--- src/rtl/csa_resolver_pkg.sv ---
// Shared definitions for the carry-save resolver.
// Holds the FSM state encoding and the default operand and slice widths.
package csa_resolver_pkg;

   typedef enum logic [1:0] {
      IDLE = 2'd0,
      RUN  = 2'd1,
      DONE = 2'd2
   } state_t;

   localparam int unsigned DEF_WIDTH = 16;
   localparam int unsigned DEF_CHUNK = 4;

endpackage

--- src/rtl/csa_resolver_chunk_add.sv ---
// One CHUNK-bit slice adder: a + b + cin -> CHUNK-bit sum and carry-out.
// Ports:
//   a, b  : slice operands
//   cin   : incoming running carry
//   sum   : slice sum
//   cout  : slice carry-out
module csa_chunk_add #(
   parameter int unsigned CHUNK = 4
) (
   input  logic [CHUNK-1:0] a,
   input  logic [CHUNK-1:0] b,
   input  logic             cin,
   output logic [CHUNK-1:0] sum,
   output logic             cout
);

   logic [CHUNK:0] total;

   always_comb begin
      total = {1'b0, a} + {1'b0, b} + {{CHUNK{1'b0}}, cin};
      sum   = total[CHUNK-1:0];
      cout  = total[CHUNK];
   end

endmodule

--- src/rtl/csa_resolver.sv ---
// Resolves a carry-save pair (sum, carry) into a binary value
// sum + (carry << 1), CHUNK bits per clock, LSB slice first.
// Ports:
//   clk, rst              : clock, asynchronous active-high reset
//   in_valid/in_ready     : operand handshake (accepted only in IDLE)
//   in_sum, in_carry      : redundant operand pair
//   out_valid/out_ready   : result handshake (result held while stalled)
//   result                : WIDTH+2-bit resolved value
module csa_resolver
   import csa_resolver_pkg::*;
#(
   parameter int unsigned WIDTH = DEF_WIDTH,
   parameter int unsigned CHUNK = DEF_CHUNK
) (
   input  logic             clk,
   input  logic             rst,
   input  logic             in_valid,
   output logic             in_ready,
   input  logic [WIDTH-1:0] in_sum,
   input  logic [WIDTH-1:0] in_carry,
   output logic             out_valid,
   input  logic             out_ready,
   output logic [WIDTH+1:0] result
);

   localparam int unsigned NCHUNK = WIDTH / CHUNK;
   localparam int unsigned IDX_W  = (NCHUNK > 1) ? $clog2(NCHUNK) : 1;
   localparam logic [IDX_W-1:0] LAST_IDX = IDX_W'(NCHUNK - 1);

   state_t             state;
   logic [WIDTH-1:0]   sum_q;
   logic [WIDTH-1:0]   csh_q;    // carry vector pre-shifted by one, truncated
   logic               ctop_q;   // carry bit shifted out of csh_q
   logic [IDX_W-1:0]   idx;
   logic               run_c;

   logic [CHUNK-1:0]   slice_a;
   logic [CHUNK-1:0]   slice_b;
   logic [CHUNK-1:0]   slice_sum;
   logic               slice_cout;

   always_comb begin
      slice_a = sum_q[int'(idx)*CHUNK +: CHUNK];
      slice_b = csh_q[int'(idx)*CHUNK +: CHUNK];
   end

   csa_chunk_add #(
      .CHUNK (CHUNK)
   ) u_chunk_add (
      .a    (slice_a),
      .b    (slice_b),
      .cin  (run_c),
      .sum  (slice_sum),
      .cout (slice_cout)
   );

   always_ff @(posedge clk or posedge rst) begin
      if (rst) begin
         state     <= IDLE;
         in_ready  <= 1'b1;
         out_valid <= 1'b0;
         result    <= '0;
         idx       <= '0;
         run_c     <= 1'b0;
         sum_q     <= '0;
         csh_q     <= '0;
         ctop_q    <= 1'b0;
      end else begin
         case (state)
            IDLE: begin
               if (in_valid && in_ready) begin
                  sum_q    <= in_sum;
                  csh_q    <= WIDTH'({in_carry, 1'b0});
                  ctop_q   <= in_carry[WIDTH-1];
                  idx      <= '0;
                  run_c    <= 1'b0;
                  in_ready <= 1'b0;
                  state    <= RUN;
               end
            end
            RUN: begin
               result[int'(idx)*CHUNK +: CHUNK] <= slice_sum;
               run_c <= slice_cout;
               if (idx == LAST_IDX) begin
                  // Top two bits: the bit shifted out of the carry vector
                  // plus the carry out of the last slice.
                  result[WIDTH+1:WIDTH] <= {1'b0, ctop_q} + {1'b0, slice_cout};
                  out_valid <= 1'b1;
                  state     <= DONE;
               end else begin
                  idx <= idx + 1'b1;
               end
            end
            DONE: begin
               if (out_ready) begin
                  out_valid <= 1'b0;
                  in_ready  <= 1'b1;
                  state     <= IDLE;
               end
            end
            default: begin
               out_valid <= 1'b0;
               in_ready  <= 1'b1;
               state     <= IDLE;
            end
         endcase
      end
   end

endmodule

--- config.mk ---
export PLATFORM = sky130hd
export DESIGN_NAME = csa_resolver
export DESIGN_NICKNAME = d
export VERILOG_FILES = /design/src/rtl/csa_resolver_pkg.sv /design/src/rtl/csa_resolver_chunk_add.sv /design/src/rtl/csa_resolver.sv
export SDC_FILE = /design/constraint.sdc
export NUM_CORES = 1
export LEC_CHECK = 0
export ABC_AREA = 1
export BUFFER_PORTS_ARGS = -buffer_cell sky130_fd_sc_hd__buf_2
export CORE_ASPECT_RATIO = 1.75
export CORE_MARGIN = 5
export CORE_UTILIZATION = 59
export DETAILED_ROUTE_END_ITERATION = 8
export PLACE_DENSITY = 0.94
export SYNTH_ARGS = -nofsm -noshare
export SYNTH_HDL_FRONTEND = slang
export SYNTH_SLANG_ARGS = --single-unit
--- constraint.sdc ---
create_clock -name clk -period 5.4 [get_ports clk]
set_input_delay 0.27 -clock clk [delete_from_list [all_inputs] [get_ports clk]]
set_output_delay 0.27 -clock clk [all_outputs]
set_load 0.01 [all_outputs]
[After elaboration in Yosys (flattened, before gate mapping)]
Index checks and enable logic that the tools add are counted.
Word-level totals
  register bits after elaboration: 57
  input port bits: 36
Cells by class
  bitwise logic cells: 2
  reductions and logical operators: 9
  shifts and indexed selects: 4
  muxes and demuxes: 16
  eq/ne operators: 7
  add/sub/neg operators: 5
Operator list (count)
  $neg A4 Y34: 1
  $shift A4 B34 Y18 const A: 1
  $shiftx A4 B34 Y18: 1
  $shiftx A16 B5 Y4: 2
  $bwmux W18: 1
  $mux W2: 6
  $reduce_and A3 Y1: 4
  $ne A2 B2 Y1 const B: 4
  $pmux W1 S3: 2
  $pmux W2 S3: 1
  $add A4 B4 Y5: 1
  $add A5 B1 Y5: 1
  $eq A2 B2 Y1 const B: 2
  $mux W1: 4
  $pmux W2 S2: 1
  $reduce_and A2 Y1: 2
  $add A1 B1 Y2: 1
  $add A2 B1 Y2 const B: 1
  $eq A2 B1 Y1 const B: 1
  $logic_not A2 Y1: 1
  $not A1 Y1: 2
  $pmux W1 S2: 1
  $reduce_bool A2 Y1: 1
  $logic_and A1 B1 Y1: 1

[Depth between registers and ports, before layout]
  depth after elaboration: 6
  gate-level depth with buffers: 11

[Cells and area by module]
From an unflattened synthesis, not the netlist that was laid out.
Second synthesis, totals
  cell total of the unflattened synthesis: 355
  area, all modules: 2865.2 um^2
By module, submodules not included
  csa_resolver: sequential area each 1427.6 um^2, instances 1, cells each 330, area each 2700.1 um^2
  csa_chunk_add: sequential area each 0.0 um^2, instances 1, cells each 25, area each 165.2 um^2

[Worst setup path before layout]
No wires, ideal clock.
  path kind: register to register
  from: reg idx[0]
  to: reg result[16]
  arrival time: 2.277 ns
  buffers on the path: 1
  cell stages (with the launch flop): 12
  slack: 3.001 ns
  setup time: 0.122 ns
  cell sequence: dfrtp_1 inv_1 buf_2 nor2_1 o22ai_1 fa_1 inv_1 fa_1 o21ai_0 ha_1 a21oi_1 a2bb2oi_1
On the way
  longest elaborated chain between the ends: 6
  elaborated cells between the ends (all ways): 11
  classes of those cells: add/sub: 4; eq/ne: 1; shift: 4; mux: 2
RTL lines
  start, declared: RTL line csa_resolver.sv:34  | logic [IDX_W-1:0] idx;
  start signal, assigned: RTL line csa_resolver.sv:91  | idx <= idx + 1'b1;
  $shiftx A16 B5 Y4 (on tied branches): RTL line csa_resolver.sv:43, csa_resolver.sv:44
  $add A4 B4 Y5: RTL line csa_resolver_chunk_add.sv:20  | total = {1'b0, a} + {1'b0, b} + {{CHUNK{1'b0}}, cin};
  $add A5 B1 Y5: RTL line csa_resolver_chunk_add.sv:20
  $shiftx A4 B34 Y18: RTL line csa_resolver.sv:82  | result[int'(idx)*CHUNK +: CHUNK] <= slice_sum;
  $bwmux W18: RTL line csa_resolver.sv:82
  $mux W2 *: RTL line csa_resolver.sv:84  | if (idx == LAST_IDX) begin
  end signal, assigned by index: RTL line csa_resolver.sv:82
  end signal, assigned by index: RTL line csa_resolver.sv:87  | result[WIDTH+1:WIDTH] <= {1'b0, ctop_q} + {1'b0, slice_cout};
  end, declared: RTL line csa_resolver.sv:23  | output logic [WIDTH+1:0] result
Mark *: on every way between the ends. The rest lies on a longest branch, timed or not.
A chain may end at the register's enable or synchronous reset.

[Final worst setup path]
  from: reg idx[0]
  to: reg result[17]
The elaborated chain is that of the path after synthesis.

==> results_dict.tcl <==
set metrics [dict create \
    drc_errors 0 \
    crit_buf_inv 2 \
    synth_area_um2 2804 \
    syn_nets 380 \
    crit_type "reg -> reg" \
    die_area_um2 6285 \
    drt-initial-drc-count 98 \
    skew_ps 10.57 \
    setup_viol_count_final 0 \
    r2r_cells 9 \
    synthArstFlopShare_pct 100.0 \
    cts_max_level 3 \
    start_kind "flip-flop" \
    cp_top_family "adder cells" \
    grt_pass1_vias 2376 \
    synthTopCellsByArea "dfrtp_1 (50%), nand2_1 (19%), ha_1 (4.9%), o21ai_0 (3.4%), inv_1 (2.9%)" \
    clkTransAtPathRegs_ps 70 \
    yosys_most_used_dff "dfrtp_1" \
    cts_resized 0 \
    cp.arrival_ps 3660 \
    outcome "complete, no violations" \
    cts-root-buf "clkbuf_8" \
    hpwl_um 4545 \
    core_um2 4666 \
    antennaDiodeCount 0 \
    cts_tree "done" \
    grt_max_degree 58 \
    slew-limit-headroom_pct 50.56 \
    worst_slew_pin_slew_ps 741.6 \
    initial_core_util_pct 60.10 \
    ios 56 \
    ant_nets 0 \
    ys_types 31 \
    max_cap_viol_count 0 \
    end_kind "flip-flop" \
    yosysMostFrequentCell "nand2_1" \
    num_vias 2344 \
    routedWlPerCell_um 14.43 \
    finalCriticalPeriod_ps 3386 \
    rsz0062_at_grt "no" \
    totalWireLength_um 6408 \
    die_w_um 62.11 \
    power_mw 1.973 \
    rows 33 \
    fin_crit_sh_pct 62.70 \
    finalNetCount 436 \
    grt_pass1_wl_um 10650 \
    pwr_density_cell_nw_per_um2 607.0 \
    ys_seq_area_share_pct 50.91 \
    clockBufferDepth 2 \
    hp-class "in -> async" \
    synth_edf_count 0 \
    io_buffers 55 \
    ff2ff_setup_slack_ps 2010 \
    synth_seq_cells 57 \
    yosys-top-cells-count "nand2_1 (140), dfrtp_1 (56), inv_1 (22)" \
    fillers 385 \
    crit_path_cell_trace "inv_1 > o21ai_0 > o22ai_1 > fa_1 > inv_1 > fa_1 > nor2_1 > nand4_1 > a2bb2oi_1" \
    numClockSinks 57 \
    critPathMaxFanout 25 \
    cpMaxStageDelayCell "dfrtp_1" \
    area_growth_pct 15.93 \
    gp_congestion 0.9665 \
    cts_made_buffers 9 \
    drt_pre_antenna_iters 4 \
    power_leakage_nw 1.783 \
    tns_ps 0 \
    grt_overflow_total 0 \
    cpPeakStageDelay_ps 820 \
    clk_latency_ps 350 \
    slew_viol_final 0 \
    synth_top_cell_by_area "dfrtp_1" \
    hold_buffers 0 \
    max_freq_mhz 295.4 \
    post-cts-setup-buffers 0 \
    cp_data_required_time_ps 5670 \
    synth_area_per_cell_um2 8.471 \
    die-height_um 101.2 \
    synthCells 331 \
    antenna_found_initial 0 \
    viasPerCell 5.279 \
    worstReg2RegStart "idx[0]" \
    drive_above_1_share_pct 21.94 \
    track_usage_pct 21.98 \
    synth_top_area_share_pct 49.98 \
    final_hold_viol_count 0 \
    reg2reg_to "result[17]" \
    irDropWorstVdd_uv 365.4 \
    yosysWarnings 0 \
]
-- flip-flops by register name, indices dropped and copies added (netlist names), 2 cells and up --
register	count
result	18
sum_q	16
csh_q	15
state	2
idx	2
-- worst register-to-register path, cell delays in order (launching register included) --
cell       delay (ps)
dfrtp_1           820
inv_1             570
o21ai_0           310
o22ai_1           130
fa_1              430
inv_1              90
fa_1              430
nor2_1            230
nand4_1           130
a2bb2oi_1         180
-- logic make-up after synthesis --
logic type	Yosys count	share of synthesized area, %
and+or+nand+nor	178	27.04
AOI/OAI and AO/OA	44	9.014
buffers and inverters	38	6.381
xor gates and xnor gates	1	0.3124
DFF	57	50.91
adders and majority gates	13	6.336
-- stage by stage --
stage / hold slack (ps) / utilization, % / area [um^2] / setup slack [ps] / instances
2_1_floorplan: 379.6 / - / 2804 / 3001 / 331
5_1_grt: 112.2 / 69.67 / 3251 / 1773 / 444
4_1_cts: 104.8 / 69.67 / 3251 / 2085 / 444
3_3_place_gp: 456.5 / 65.94 / 3077 / 2327 / 428
6_report: 105.8 / 69.67 / 3251 / 2014 / 444
3_5_place_dp: 466.2 / 65.94 / 3077 / 2172 / 428
-- layout make-up --
| type | count | area (um^2) | area share, % |
|---|---|---|---|
| flip-flops and latches | 57 | 1428 | 43.92 |
| multi-input cells | 236 | 1197 | 36.84 |
| repair buffers | 56 | 282.8 | 8.699 |
| clock buffers | 13 | 158.9 | 4.888 |
| inverters | 27 | 103.9 | 3.195 |
| well taps | 52 | 65.06 | 2.002 |
| clock inverters | 3 | 15.01 | 0.4619 |
-- layer usage --
metal	global-route usage [%]	share of wire (%)
met1	21.98	35
met2	40.26	56
met3	6.215	5.1
met4	12.19	3.6
met5	0	0
-- report_power, final --
group / leakage, nW / switching [mW] / internal (mW)
sequential: 0.734 / 0.139 / 0.604
combinational: 0.956 / 0.569 / 0.308
clock: 0.0932 / 0.164 / 0.189
total: 1.78 / 0.872 / 1.10
-- worst max path at each step --
stage | cells after the start | end | slack (ps) | start
finish | 9 | result[17] | 2010 | idx[0]
global route | 9 | result[17] | 1770 | idx[0]
floorplan | 11 | result[16] | 3000 | idx[0]
global placement | 9 | result[17] | 2330 | idx[0]
CTS | 9 | result[17] | 2080 | idx[0]
detailed placement | 9 | result[17] | 2170 | idx[0]
-- layout by cell type, fill, tap and decap left out --
cell type and instances:
nand4_1 5, inv_2 5, o22ai_1 5, nor2_2 1, buf_4 1, nor2_1 17
dfrtp_1 56, buf_2 55, o21ai_0 19, clkbuf_1 2, nand2_1 140, nand4_2 1
inv_1 21, ha_1 11, fa_1 2, nor2_4 1, clkbuf_8 11, nand3_1 7
a2bb2oi_1 2, nor3_1 1, nand2_2 1, nor3_2 2, dfstp_2 1, o21ai_1 10
nor2_8 1, nand4_4 1, o21ai_4 1, inv_4 1, clkinv_2 3, xor2_1 1
a21oi_1 5, a32oi_1 2
Power figures use the tool's default switching activity.
